## config.mk

```make
export PLATFORM = sky130hd
export DESIGN_NAME = sweep_scheduler
export DESIGN_NICKNAME = d
export VERILOG_FILES = /design/src/rtl/sweep_scheduler.sv
export SDC_FILE = /design/constraint.sdc
export NUM_CORES = 1
export LEC_CHECK = 0
export BUFFER_PORTS_ARGS = -buffer_cell sky130_fd_sc_hd__buf_2
export CELL_PAD_IN_SITES_DETAIL_PLACEMENT = 1
export CELL_PAD_IN_SITES_GLOBAL_PLACEMENT = 2
export CORE_MARGIN = 8
export CORE_UTILIZATION = 25
export DETAILED_ROUTE_END_ITERATION = 6
export GPL_ROUTABILITY_DRIVEN = 0
export PLACE_DENSITY = 0.66
export SLEW_MARGIN = 20
export SYNTH_ARGS = -nofsm -noshare
export SYNTH_HDL_FRONTEND = slang
export SYNTH_SLANG_ARGS = --single-unit
```

## constraint.sdc

```tcl
create_clock -name CLOCK_10M -period 3.5 [get_ports CLOCK_10M]
set_clock_uncertainty 0.15 [all_clocks]
set_input_delay 0.525 -clock CLOCK_10M [delete_from_list [all_inputs] [get_ports CLOCK_10M]]
set_output_delay 0.525 -clock CLOCK_10M [all_outputs]
set_load 0.005 [all_outputs]
```

## src/rtl/sweep_scheduler.sv

```systemverilog
// Frequency-stepped sounding sequencer for the AD9911 signal generator: loads each tuning word,
// waits for both DDS to confirm, then fires REPEAT_NUM GEN pulse trains before stepping on.
module sweep_scheduler #(
   parameter int unsigned SETTLE_CYCLES  = 100,
   parameter int unsigned TIMEOUT_CYCLES = 2_000_000
) (
   input  logic        CLOCK_10M,
   input  logic        RESET_N,
   input  logic        START,
   input  logic        ABORT,
   input  logic [31:0] START_FREQW,
   input  logic [31:0] STEP_FREQW,
   input  logic [15:0] STEP_NUM,
   input  logic [7:0]  REPEAT_NUM,
   input  logic        INIT_OK,
   input  logic        FREQW_UPDATE_OVER,
   input  logic        GEN_OVER,
   output logic [31:0] FREQW,
   output logic        FREQW_UPDATE,
   output logic        GEN,
   output logic        BUSY,
   output logic        DONE,
   output logic        ERROR,
   output logic [15:0] CUR_STEP,
   output logic [7:0]  CUR_REPEAT
);

   localparam logic [23:0] SETTLE_LAST  = 24'(SETTLE_CYCLES - 1);
   localparam logic [23:0] TIMEOUT_LAST = 24'(TIMEOUT_CYCLES - 1);

   typedef enum logic [3:0] {
      S_IDLE,
      S_WAIT_INIT,
      S_F_REQ,
      S_F_ACK,
      S_F_DONE,
      S_SETTLE,
      S_G_REQ,
      S_G_ACK,
      S_G_DONE,
      S_NEXT
   } state_t;

   state_t      state_q, state_d;
   logic [23:0] timer_q, timer_d;
   logic [31:0] freqw_q, freqw_d;
   logic [31:0] step_freqw_q, step_freqw_d;
   logic [15:0] step_num_q, step_num_d;
   logic [7:0]  repeat_max_q, repeat_max_d;
   logic [15:0] cur_step_q, cur_step_d;
   logic [7:0]  cur_repeat_q, cur_repeat_d;
   logic        done_q, done_d;
   logic        error_q, error_d;
   logic        timeout_hit;

   assign timeout_hit = (timer_q == TIMEOUT_LAST);

   always_comb begin
      // NOTE: every next-state value defaults to its current value first, so no path can infer a latch.
      state_d      = state_q;
      freqw_d      = freqw_q;
      step_freqw_d = step_freqw_q;
      step_num_d   = step_num_q;
      repeat_max_d = repeat_max_q;
      cur_step_d   = cur_step_q;
      cur_repeat_d = cur_repeat_q;
      error_d      = error_q;
      done_d       = 1'b0;

      // Abort wins over every transition, including a timeout or step update in the same cycle.
      if (ABORT && (state_q != S_IDLE)) begin
         state_d = S_IDLE;
      end else begin
         case (state_q)
            S_IDLE: begin
               if (START) begin
                  error_d = 1'b0;
                  if (STEP_NUM == 16'd0) begin
                     done_d = 1'b1;
                  end else begin
                     freqw_d      = START_FREQW;
                     step_freqw_d = STEP_FREQW;
                     step_num_d   = STEP_NUM;
                     repeat_max_d = (REPEAT_NUM == 8'd0) ? 8'd1 : REPEAT_NUM;
                     cur_step_d   = 16'd0;
                     cur_repeat_d = 8'd0;
                     state_d      = S_WAIT_INIT;
                  end
               end
            end
            S_WAIT_INIT: begin
               if (INIT_OK) begin
                  state_d = S_F_REQ;
               end else if (timeout_hit) begin
                  state_d = S_IDLE;
                  error_d = 1'b1;
               end
            end
            S_F_REQ: state_d = S_F_ACK;
            S_F_ACK: begin
               if (!FREQW_UPDATE_OVER) begin
                  state_d = S_F_DONE;
               end else if (timeout_hit) begin
                  state_d = S_IDLE;
                  error_d = 1'b1;
               end
            end
            S_F_DONE: begin
               if (FREQW_UPDATE_OVER) begin
                  state_d      = S_SETTLE;
                  cur_repeat_d = 8'd0;
               end else if (timeout_hit) begin
                  state_d = S_IDLE;
                  error_d = 1'b1;
               end
            end
            S_SETTLE: begin
               if (timer_q == SETTLE_LAST) begin
                  state_d = S_G_REQ;
               end
            end
            S_G_REQ: state_d = S_G_ACK;
            S_G_ACK: begin
               if (!GEN_OVER) begin
                  state_d = S_G_DONE;
               end else if (timeout_hit) begin
                  state_d = S_IDLE;
                  error_d = 1'b1;
               end
            end
            S_G_DONE: begin
               if (GEN_OVER) begin
                  state_d = S_NEXT;
               end else if (timeout_hit) begin
                  state_d = S_IDLE;
                  error_d = 1'b1;
               end
            end
            S_NEXT: begin
               if (({1'b0, cur_repeat_q} + 9'd1) < {1'b0, repeat_max_q}) begin
                  cur_repeat_d = cur_repeat_q + 8'd1;
                  state_d      = S_G_REQ;
               end else if (({1'b0, cur_step_q} + 17'd1) < {1'b0, step_num_q}) begin
                  cur_step_d = cur_step_q + 16'd1;
                  freqw_d    = freqw_q + step_freqw_q;
                  state_d    = S_F_REQ;
               end else begin
                  done_d  = 1'b1;
                  state_d = S_IDLE;
               end
            end
            default: state_d = S_IDLE;
         endcase
      end

      // Shared settle/timeout counter restarts on every state entry.
      timer_d = ((state_d == state_q) && (state_q != S_IDLE)) ? timer_q + 24'd1 : 24'd0;
   end

   always_ff @(posedge CLOCK_10M) begin
      // NOTE: reset is sampled on the clock edge; nonblocking updates so all registers see pre-edge values.
      if (!RESET_N) begin
         state_q      <= S_IDLE;
         timer_q      <= 24'd0;
         freqw_q      <= 32'd0;
         step_freqw_q <= 32'd0;
         step_num_q   <= 16'd0;
         repeat_max_q <= 8'd0;
         cur_step_q   <= 16'd0;
         cur_repeat_q <= 8'd0;
         done_q       <= 1'b0;
         error_q      <= 1'b0;
      end else begin
         state_q      <= state_d;
         timer_q      <= timer_d;
         freqw_q      <= freqw_d;
         step_freqw_q <= step_freqw_d;
         step_num_q   <= step_num_d;
         repeat_max_q <= repeat_max_d;
         cur_step_q   <= cur_step_d;
         cur_repeat_q <= cur_repeat_d;
         done_q       <= done_d;
         error_q      <= error_d;
      end
   end

   assign FREQW        = freqw_q;
   assign FREQW_UPDATE = (state_q == S_F_REQ);
   assign GEN          = (state_q == S_G_REQ);
   assign BUSY         = (state_q != S_IDLE);
   assign DONE         = done_q;
   assign ERROR        = error_q;
   assign CUR_STEP     = cur_step_q;
   assign CUR_REPEAT   = cur_repeat_q;

endmodule

```

==> reports/results.txt <==
result of the run -> complete, no violations
Finished Layout Cells -> 1791
most frequent cell on the critical path -> and3_4
Placed Cells incl. Taps -> 1757
via count of the first global-routing pass -> 9185
htree depth -> 4
Max-Cap Viols -> 0
cell area after placement -> 0.0104 mm2
Global Route Usage Sum -> 15.6%
min Tclk post-route -> 3.35 ns
net count after synthesis -> 1307
Slew Limit Fails -> 0
final routed wire length divided by cell count -> 18.4 um
drt total wl -> 33.0 mm
DRC violation count after routing -> 0
I/O pin count -> 156
commonest non-fill, non-tap cell in the layout -> nand2_1
Syn Std Cell Area -> 0.00884 mm2
total number of yosys warnings -> 0
die extent in y -> 204 um
cell chain of the critical path -> ha_4, nand3_4, nor3_4, and3_4, buf_4, and3_4, xor2_1, ha_1, nand4_1, nor3_2, o21ai_2, buf_6, a21boi_4, a2bb2oi_4, xnor2_2, buf_12, nor3_1
slew at the pin with the worst max-slew slack -> 0.886 ns
pin count of the biggest net entering global routing -> 69
synthesized-area fraction occupied by ao, oa, aoi and oai cells -> 22.1%
count of flip-flops with a built-in enable after synthesis -> 0
startpoint type of the worst setup path -> flip-flop
Slowest-stage cell, CP -> dfxtp_2
nets@finish -> 1471
Cell Rows -> 69
GR Overflow Total -> 0
worst slew slack as a fraction of its limit -> 40.8%
commonest cells after routing, fill and taps aside -> 190 x nand2_1, 155 x buf_2, 139 x dfxtp_1
share of synthesized area occupied by flip-flops and latches -> 32.1%
setup repair after global routing missed its margin -> yes
number of fill cells -> 4289
Adder-Cell Fraction of Synth Area -> 8.15%
final instance area -> 0.0112 mm2
Routed Antenna Nets -> 0
Port Buf Inserts -> 155
WP data arrival -> 3.51 ns
area enclosed by the die boundary -> 0.0417 mm2
async set-reset flop share out of synthesis -> 0%
Final Util -> 31.7%
fraction of layout cells with a size suffix above 1 -> 23.2%
detailed-placement wirelength estimate -> 24.8 mm
final number of hold-violating endpoints -> 0
Core Area -> 0.0352 mm2
distinct cell type count of the synthesized netlist -> 75
total inserted antenna cells -> 0
fraction of the cycle the final worst path needs -> 95.8%
clock tree from TritonCTS -> done
CTS sink cnt -> 142
total CTS buffers -> 17
average footprint of a synthesized cell -> 7.66 um2
fmax -> 0.298 GHz
Initial DRT Pass Iterations -> 4
global-route wire length before repair -> 51.6 mm
Peak VDD IR -> 0.000337 V
effective utilization at floorplan -> 25.1%
DIE WIDTH -> 204 um
buffer depth of the longest clock path -> 2
basic-gate share of the synthesized area counting and, or, nand and nor cells -> 26.2%
category of the worst setup path capture point -> flip-flop
initial antenna violation count -> 1
share of cell area taken by muxes after synthesis -> 0.693%
root buffer selected by CTS -> clkbuf_16
class of the worst hold path -> in -> reg
pre-CTS worst setup slack -> -0.0214 ns
area growth from synthesis to layout -> 26.3%
total leakage power -> 4.58 nW
Setup CP Type -> reg -> reg
worst path required time -> 3.66 ns
clock insertion delay at the later pin of the skew report -> 0.44 ns
dominant combinational cell family by area after synthesis -> simple AND/OR/NAND/NOR gates
initial detailed-routing violation count -> 386
Pwr Total -> 0.00468 W
xor and xnor area share after synthesis -> 6.03%
final setup violation count -> 0
smallest setup slack after layout -> 0.146 ns
number of flip-flops and latches in the synthesized netlist -> 142
DR vias/cell -> 4.95
Power Dens Cells -> 419 mW/mm2
clk slew on worst S/H paths -> 0.06 ns
peak per-stage delay on the critical path -> 0.35 ns
Top FF cell, synth -> dfxtp_1
Post-Synthesis Cells -> 1155
Max FO, Critical Path -> 17
via count -> 8860
[where the power goes]
part	internal, W	switching, W
logic	0.000379	0.000592
clock network	0.00115	0.000764
registers	0.00171	0.0000897
total	0.00324	0.00145
[logic make-up after synthesis]
kind of cell               Yosys count
AOI/OAI and AO/OA                  321
buffers and inverters              100
DFF                                142
xor gates and xnor gates            60
muxes                                6
adders and majority gates           57
and+or+nand+nor                    469
[sequential cells by signal, summed over array words and instances (netlist names)]
| signal | flops |
|---|---|
| FREQW | 32 |
| step_freqw_q | 32 |
| timer_q | 24 |
| CUR_STEP | 16 |
| step_num_q | 16 |
| CUR_REPEAT | 8 |
| repeat_max_q | 8 |
| state_q | 4 |
| DONE | 1 |
| ERROR | 1 |
[final cells by class]
class | instances | area (um2) | share of cell area, %
Inverter | 39 | 146 | 1.31
Multi-Input combinational cell | 913 | 5760 | 51.6
Clock inverter | 11 | 143 | 1.28
Clock buffer | 19 | 453 | 4.05
Timing Repair Buffer | 206 | 1240 | 11.1
Tap cell | 461 | 577 | 5.16
Sequential cell | 142 | 2850 | 25.5
[per-layer routing]
metal	up-vias	routed length (um)	global-route usage, %	share of wire [%]
met4	2	686	5.22	2.1
met3	35	1320	3.65	4.0
li1	4413	-	-	-
met5	-	13	0	0.039
met1	4266	16600	21.5	50
met2	144	14400	23.7	44
[worst max-delay path, delay by kind of cell, from the launching register on]
family / cells / cell delay [ns]
fa+ha+maj: 2 / 0.49
buf+inv: 3 / 0.45
compound gates: 3 / 0.50
simple gates: 7 / 1.02
flops: 1 / 0.35
xor+xnor: 2 / 0.23
[through the flow]
stage / hold WS [ns] / setup TNS, ns
global placement: 0.296 / 0
floorplan: 0.286 / 0
CTS: 0.150 / -0.00350
global route: 0.158 / -1.09
finish: 0.173 / 0
detailed placement: 0.303 / -0.0443
[synthesized netlist by cell type, drive strengths merged (7+ instances only)]
cell type	count	area share, %
xnor2	27	2.8
xor2	33	3.3
a21oi	138	7.8
and3	16	1.1
nor4	12	0.85
nand4	16	1.2
o21ai	65	3.7
a21boi	7	0.72
clkbuf	44	1.9
ha	56	7.9
nand3	34	2.0
o21a	11	0.93
buf	17	1.1
a31oi	21	1.6
nand2b	11	0.78
inv	39	1.7
nand3b	15	1.3
nor2	85	3.6
nor3	44	3.7
and2	12	0.85
dfxtp	142	32
a21o	13	1.1
a211oi	19	1.6
nand2	192	8.1
[what timing repair did]
item,in CTS,in global routing
resized for setup,5,35
gates cloned,0,0
buffers inserted,0,4
pin swaps,1,4
endpoints found under the setup margin,11,78
hold buffers,0,0
[final timing paths]
kind,from,end,slack [ns],depth (start not counted)
setup / recovery,CUR_STEP[1]$_SDFFE_PN0P_,timer_q[2]$_SDFF_PN0_,0.15,17
hold reg to reg,repeat_max_q[2]$_SDFFE_PN0P_,repeat_max_q[2]$_SDFFE_PN0P_,0.31,2
setup reg to reg,CUR_STEP[1]$_SDFFE_PN0P_,timer_q[2]$_SDFF_PN0_,0.15,17
hold / removal,STEP_FREQW[20],step_freqw_q[20]$_SDFFE_PN0P_,0.17,3
(Power assumes the default switching activity.)
